==> src/rtl/sram_arbiter.sv <==
// sram_arbiter: shares one single-port SRAM between two req/gnt/rvalid hosts.
// Ports: clk_i/rst_i clock and sync active-high reset; h_*_i/h_*_o per-host
// request, grant, command and response signals, index [h] selects host 0 or 1;
// ram_*_o/ram_rdata_i connect to the 1-cycle-latency RAM macro.
module sram_arbiter #(
  parameter int Aw = 11,
  parameter int Dw = 32,
  parameter bit RoundRobin = 1'b1
) (
  input  logic                clk_i,
  input  logic                rst_i,
  input  logic [1:0]          h_req_i,
  output logic [1:0]          h_gnt_o,
  input  logic [1:0]          h_we_i,
  input  logic [1:0][Aw-1:0]  h_addr_i,
  input  logic [1:0][Dw-1:0]  h_wdata_i,
  input  logic [1:0][Dw-1:0]  h_wmask_i,
  output logic [1:0][Dw-1:0]  h_rdata_o,
  output logic [1:0]          h_rvalid_o,
  output logic                ram_req_o,
  output logic                ram_we_o,
  output logic [Aw-1:0]       ram_addr_o,
  output logic [Dw-1:0]       ram_wdata_o,
  output logic [Dw-1:0]       ram_wmask_o,
  input  logic [Dw-1:0]       ram_rdata_i
);
  logic r_last;
  logic r_rd_pend;
  logic r_rd_owner;
  logic w_sel;
  // A lone requester always wins; a conflict goes to the host not served last,
  // or to host 0 when round-robin is disabled.
  always_comb begin
    w_sel = (&h_req_i) ? (RoundRobin ? ~r_last : 1'b0) : h_req_i[1];
    ram_req_o = |h_req_i;
    h_gnt_o = {w_sel, ~w_sel} & {2{ram_req_o}};
    ram_we_o = ram_req_o & h_we_i[w_sel];
    ram_addr_o = ram_req_o ? h_addr_i[w_sel] : '0;
    ram_wdata_o = ram_req_o ? h_wdata_i[w_sel] : '0;
    ram_wmask_o = ram_req_o ? h_wmask_i[w_sel] : '0;
    h_rdata_o = {ram_rdata_i, ram_rdata_i};
    h_rvalid_o = {r_rd_owner, ~r_rd_owner} & {2{r_rd_pend & ~rst_i}};
  end
  always_ff @(posedge clk_i) begin
    if (rst_i) begin
      r_last <= 1'b1;
      r_rd_pend <= 1'b0;
      r_rd_owner <= 1'b0;
    end else begin
      if (ram_req_o) r_last <= w_sel;
      r_rd_pend <= ram_req_o & ~h_we_i[w_sel];
      r_rd_owner <= w_sel;
    end
  end
endmodule

==> config.mk <==
export PLATFORM = sky130hd
export DESIGN_NAME = sram_arbiter
export DESIGN_NICKNAME = d
export VERILOG_FILES = /design/src/rtl/sram_arbiter.sv
export SDC_FILE = /design/constraint.sdc
export NUM_CORES = 1
export LEC_CHECK = 0
export ABC_AREA = 1
export CAP_MARGIN = 5
export CORE_AREA = 5 5 125 127
export CTS_BUF_LIST = sky130_fd_sc_hd__clkbuf_16
export DETAILED_ROUTE_END_ITERATION = 12
export DIE_AREA = 0 0 130 132
export PLACE_DENSITY_LB_ADDON = 0.3
export RECOVER_POWER = 50
export SETUP_SLACK_MARGIN = 0.02
export SKIP_CTS_REPAIR_TIMING = 1
export SLEW_MARGIN = 20
export SYNTH_ARGS = -nofsm -noshare
export SYNTH_HDL_FRONTEND = slang
export SYNTH_SLANG_ARGS = --single-unit
export TNS_END_PERCENT = 100
==> constraint.sdc <==
create_clock -name clk_i -period 1.66 [get_ports clk_i]
set_input_delay 0.332 -clock clk_i [delete_from_list [all_inputs] [get_ports clk_i]]
set_output_delay 0.332 -clock clk_i [all_outputs]
set_load 0.01 [all_outputs]
# ---- After elaboration in Yosys (flattened, before gate mapping)
# Index checks and enable logic that the tools add are counted.
dict set report totals {
  register_bits 3
  output_inout_bits 145
}
dict set report classes {
  n_lt_le_gt_ge 1
  muxes 12
  bitwise_logic 10
  n_reduce_logical 2
}
# operator count
set ops {}
lappend ops {{$mux W32} 6}
lappend ops {{$mux W11} 3}
lappend ops {{$not A1 Y1} 5}
lappend ops {{$and A2 B2 Y2} 2}
lappend ops {{$and A1 B1 Y1} 3}
lappend ops {{$mux W1} 3}
lappend ops {{$lt A1 B2 Y1 const B} 1}
lappend ops {{$reduce_and A2 Y1} 1}
lappend ops {{$reduce_or A2 Y1} 1}

# ---- Depth between registers and ports, before layout
# Gate-level depths: netlist (run 1).
dict set report logic_depth {
  depth_word 6
  ltp_mapped 7
}

# ---- Least setup slack after synthesis (run 1)
# Ideal clock, no wire load.
dict set report synth_timing {
  path_type {input port to output port}
  start {input port h_req_i[0]}
  end {output port ram_wmask_o[10]}
  arrival_time_ps 1016
  t_required_ps 1328
  setup_slack_ps 312
  path_stages 6
  cell_sequence {nor2_2 inv_2 buf_4 buf_4 nand3_1 nand2_1}
}
dict set report synth_between {
  elab_chain_cells 5
  elab_cells_between_ends 6
  cone_classes {mux: 4; reduce/logical: 2}
}
# item line_no
set synth_lines {}
lappend synth_lines {{from (decl)} 12} ;# input logic [1:0] h_req_i,
lappend synth_lines {{$reduce_and A2 Y1} 34} ;# w_sel = (&h_req_i) ? (RoundRobin ? ~r_last : 1'b0) : h_req_i[1];
lappend synth_lines {{$mux W1} 34}
lappend synth_lines {{$mux W32 (not written as such) (2 in series)} 40} ;# ram_wmask_o = ram_req_o ? h_wmask_i[w_sel] : '0;
lappend synth_lines {{$mux W32 *} 40}
lappend synth_lines {{to (decl)} 24} ;# output logic [Dw-1:0] ram_wmask_o,
# Every way passes the cells marked *; elsewhere a longest branch is shown, timed or not. The select of a mux whose other input is x is not followed.

# ---- Worst setup path after layout (run 1)
dict set report layout_timing {
  start {register r_last}
  end {output port ram_wmask_o[1]}
}
dict set report layout_between {
  elab_chain_cells 5
}
# item line_no
set layout_lines {}
lappend layout_lines {{from (decl)} 27} ;# logic r_last;
lappend layout_lines {{from (signal assigned)} 50} ;# if (ram_req_o) r_last <= w_sel;
lappend layout_lines {{$not A1 Y1} 34}
lappend layout_lines {{$mux W1} 34}
lappend layout_lines {{$mux W32 (not written as such) (2 in series)} 40}
lappend layout_lines {{$mux W32} 40}
# No other way between the ends. The select of a mux whose other input is x is not followed.

==> out/metrics.yaml, run 1 <==
clocking:
  clk_latency_ns: 0.22
  clockRootBuffer: "clkbuf_16"
  numCtsBuffers: 3
  cts.sinks: 3
  path_clk_slew_ns: 0.03
  cts_tree: "done"
  clock_path_buffers: 2
  htreeDepth: 1
grt:
  grt_pass1_wl_microns: 13700
  grtUsageTotal_pct: 9.75
  met3_usage_pct: 3.57
  met2_usage_pct: 18.3
  use_met1_pct: 9.63
  grt_max_degree: 49
  antenna_found_initial: 0
  grt_pass1_vias: 2847
  grt-ovfl-total: 0
  grt-busiest-layer: "met2"
layout:
  final_core_util_pct: 35.2
  drive_gt1_share_pct: 46.8
  area_delta_synth_final_pct: 189
  antenna_cells: 0
  final_nets: 727
  stdcell_count: 722
routing:
  wire_per_inst_microns: 17.5
  via_per_inst: 4.09
  drc: 0
  drt-total-wl_microns: 12600
  initialDrtViolationCount: 60
  ant_nets: 0
  drt_first_pass_iters: 4
  route.vias.total: 2951
synth:
  yosysMostFrequentCell: "nand2_1"
  synth_ff_type: "dfxtp_1"
  synth_area_sq_mm: 0.00174
  synth_warnings: 0
  synth_top_area_share_pct: 34.1
  synth_area_leader_cell: "nand2_1"
  syn-num-nets: 529
  async_flop_share_pct: 0
  synthTopCellsByCount: "nand2_1, nand3_1, buf_4"
  ys_seq_area_share_pct: 3.45
  ys_types: 11
  syn-mean-instance-area_sq_um: 5.11
  syn_inst: 341
  synth_edf_count: 0
  yosys-top-cells-area: "nand2_1, buf_4, nand3_1, buf_2, dfxtp_1"
  ys_ff_latch: 3
setup_path:
  crit_chain: "nand2_4, nand2_8, buf_12, clkinv_16, clkbuf_16, nand2_2, nand2_1, buf_2"
  reg2reg_from: "r_last"
  worstPathMaxFanout: 8
  startpoint: "r_last"
  slowest_delay_ns: 0.34
  reg2reg_setup_slack_ns: 0.69
  arrival_ns: 1.42
  critPathKind: "flop to output pin"
  ff2ff_path_depth: 5
  critical_path_required_ns: 1.33
  worstSetupStartpointType: "flop"
  r2r_end: "r_rd_owner"
  cp-end-kind: "output pin"
  cp_slowest_cell: "dfxtp_2"
power:
  combPwrFrac_pct: 77.9
  pwr-share-clk_pct: 18.2
  p_sw_uw: 768
  p_per_area_mw_per_mm2: 412
  p_leak_uw: 0.00253
  p_seq_share_pct: 3.9
  ir_drop_mv: 0.243
  p_int_uw: 1310
  swShare_pct: 37.0
sta:
  slew_headroom_pct: 86.9
  finalMaxSlewViolations: 0
  tns_ns: -4.04
  max_freq_mhz: 570
  period_share_pct: 106
  fin_crit_ns: 1.75
  rsz0062_at_grt: "yes"
  setup_violations: 76
  finClkSkew_ns: 0.00145
  fin_ws_ns: -0.0947
  hold_viol_final: 0
  whs_ns: 0.479
  tightest_slew_ns: 0.197
die:
  fp.dieW_microns: 130
  io_pins: 333
  core_sq_mm: 0.0143
  initial_core_util_pct: 12.2
  die_y_microns: 132
  die_area_sq_mm: 0.0172
  num_rows: 44
job:
  cap_violations: 0
placed_design:
  io_buffers: 236
  dp.cells: 686
  routabilityCongestion: 0.737
  hpwlAfterDp_microns: 7420
worst_hold_path:
  holdCritStartpoint: "r_last"
  whs_path_depth: 2
  holdPathEnd: "r_last"
  holdCritPathClass: "flop to flop"
status:
  status: "complete, but fails checks"
  violations: "setup timing"
## worst max-delay path by stage
stage | endpoint | cells past startpoint
5_1_grt | ram_wdata_o[6] | 8
4_1_cts | ram_wdata_o[7] | 7
6_report | ram_wmask_o[1] | 8
2_1_floorplan | ram_wmask_o[10] | 6
3_3_place_gp | ram_wdata_o[7] | 8
3_5_place_dp | ram_wdata_o[7] | 7
## logic make-up (layout without fill, tap and decap cells)
kind of cell | Yosys count | after routing | share of synthesized area (%)
AND/OR/NAND/NOR | 244 | 244 | 58.5
buffers and inverters | 94 | 291 | 38.1
flip-flops | 3 | 3 | 3.45
## layout by cell type (no fill, tap or decap), types with 3 or more instances in the layout
cell,n
inv_1,5
clkbuf_2,13
nand3_2,19
buf_12,10
nand3_4,4
buf_6,44
nor2_1,5
dlymetal6s2s_1,3
buf_2,30
nand2_4,39
nand2_1,63
buf_4,9
clkdlybuf4s50_1,153
nand3_1,55
clkbuf_16,16
nand2_2,56
## power groups by stage
stage,sequential [uW],combinational [uW],clock [uW]
finish,81.2,1620,378
global route,81.6,1730,389
CTS,79.8,1250,377
detailed placement,80.5,1240,0
global placement,80.5,1240,0
floorplan,80.1,566,0
## critical path: cells and delay by family (launching register included)
family	cells	cell delay [ns]
buffers and inverters	4	0.57
flip-flops	1	0.34
AND/OR/NAND/NOR	4	0.29
## cell type report
| class | count | area (sq um) |
|---|---|---|
| Clock buffer | 3 | 75.1 |
| Clock inverter | 1 | 3.75 |
| Fill cell | 1549 | 9280 |
| Inverter | 6 | 53.8 |
| Multi-Input combinational cell | 244 | 1620 |
| Sequential cell | 3 | 61.3 |
| Tap cell | 184 | 230 |
| Timing Repair Buffer | 279 | 2960 |
| Timing Repair inverter | 2 | 27.5 |
## state kept, by name, indices dropped and copies added (netlist names)
name        cells
r_rd_owner      1
r_last          1
r_rd_pend       1
## stage by stage
stage | worst slack, ns | power (uW) | area (sq um)
global route | -0.165 | 2200 | 5030
finish | -0.0947 | 2070 | 5030
CTS | -0.756 | 1710 | 3960
floorplan | 0.312 | 647 | 1740
global placement | -0.732 | 1320 | 3880
detailed placement | -0.743 | 1330 | 3880
## layer usage
| metal | vias to the layer above | wire length, microns |
|---|---|---|
| met5 | - | 0 |
| met4 | 0 | 409 |
| met3 | 41 | 1080 |
| met2 | 156 | 6530 |
| met1 | 1347 | 4620 |
| li1 | 1407 | - |
No activity file was read; power rests on OpenSTA's default activity.
==> inputs of run 2 (changes only) <==
Settings changed: SLEW_MARGIN 20 to unset.
==> results of run 2 <==
The final DEF is identical to that of run 1; final timing and power are the same.
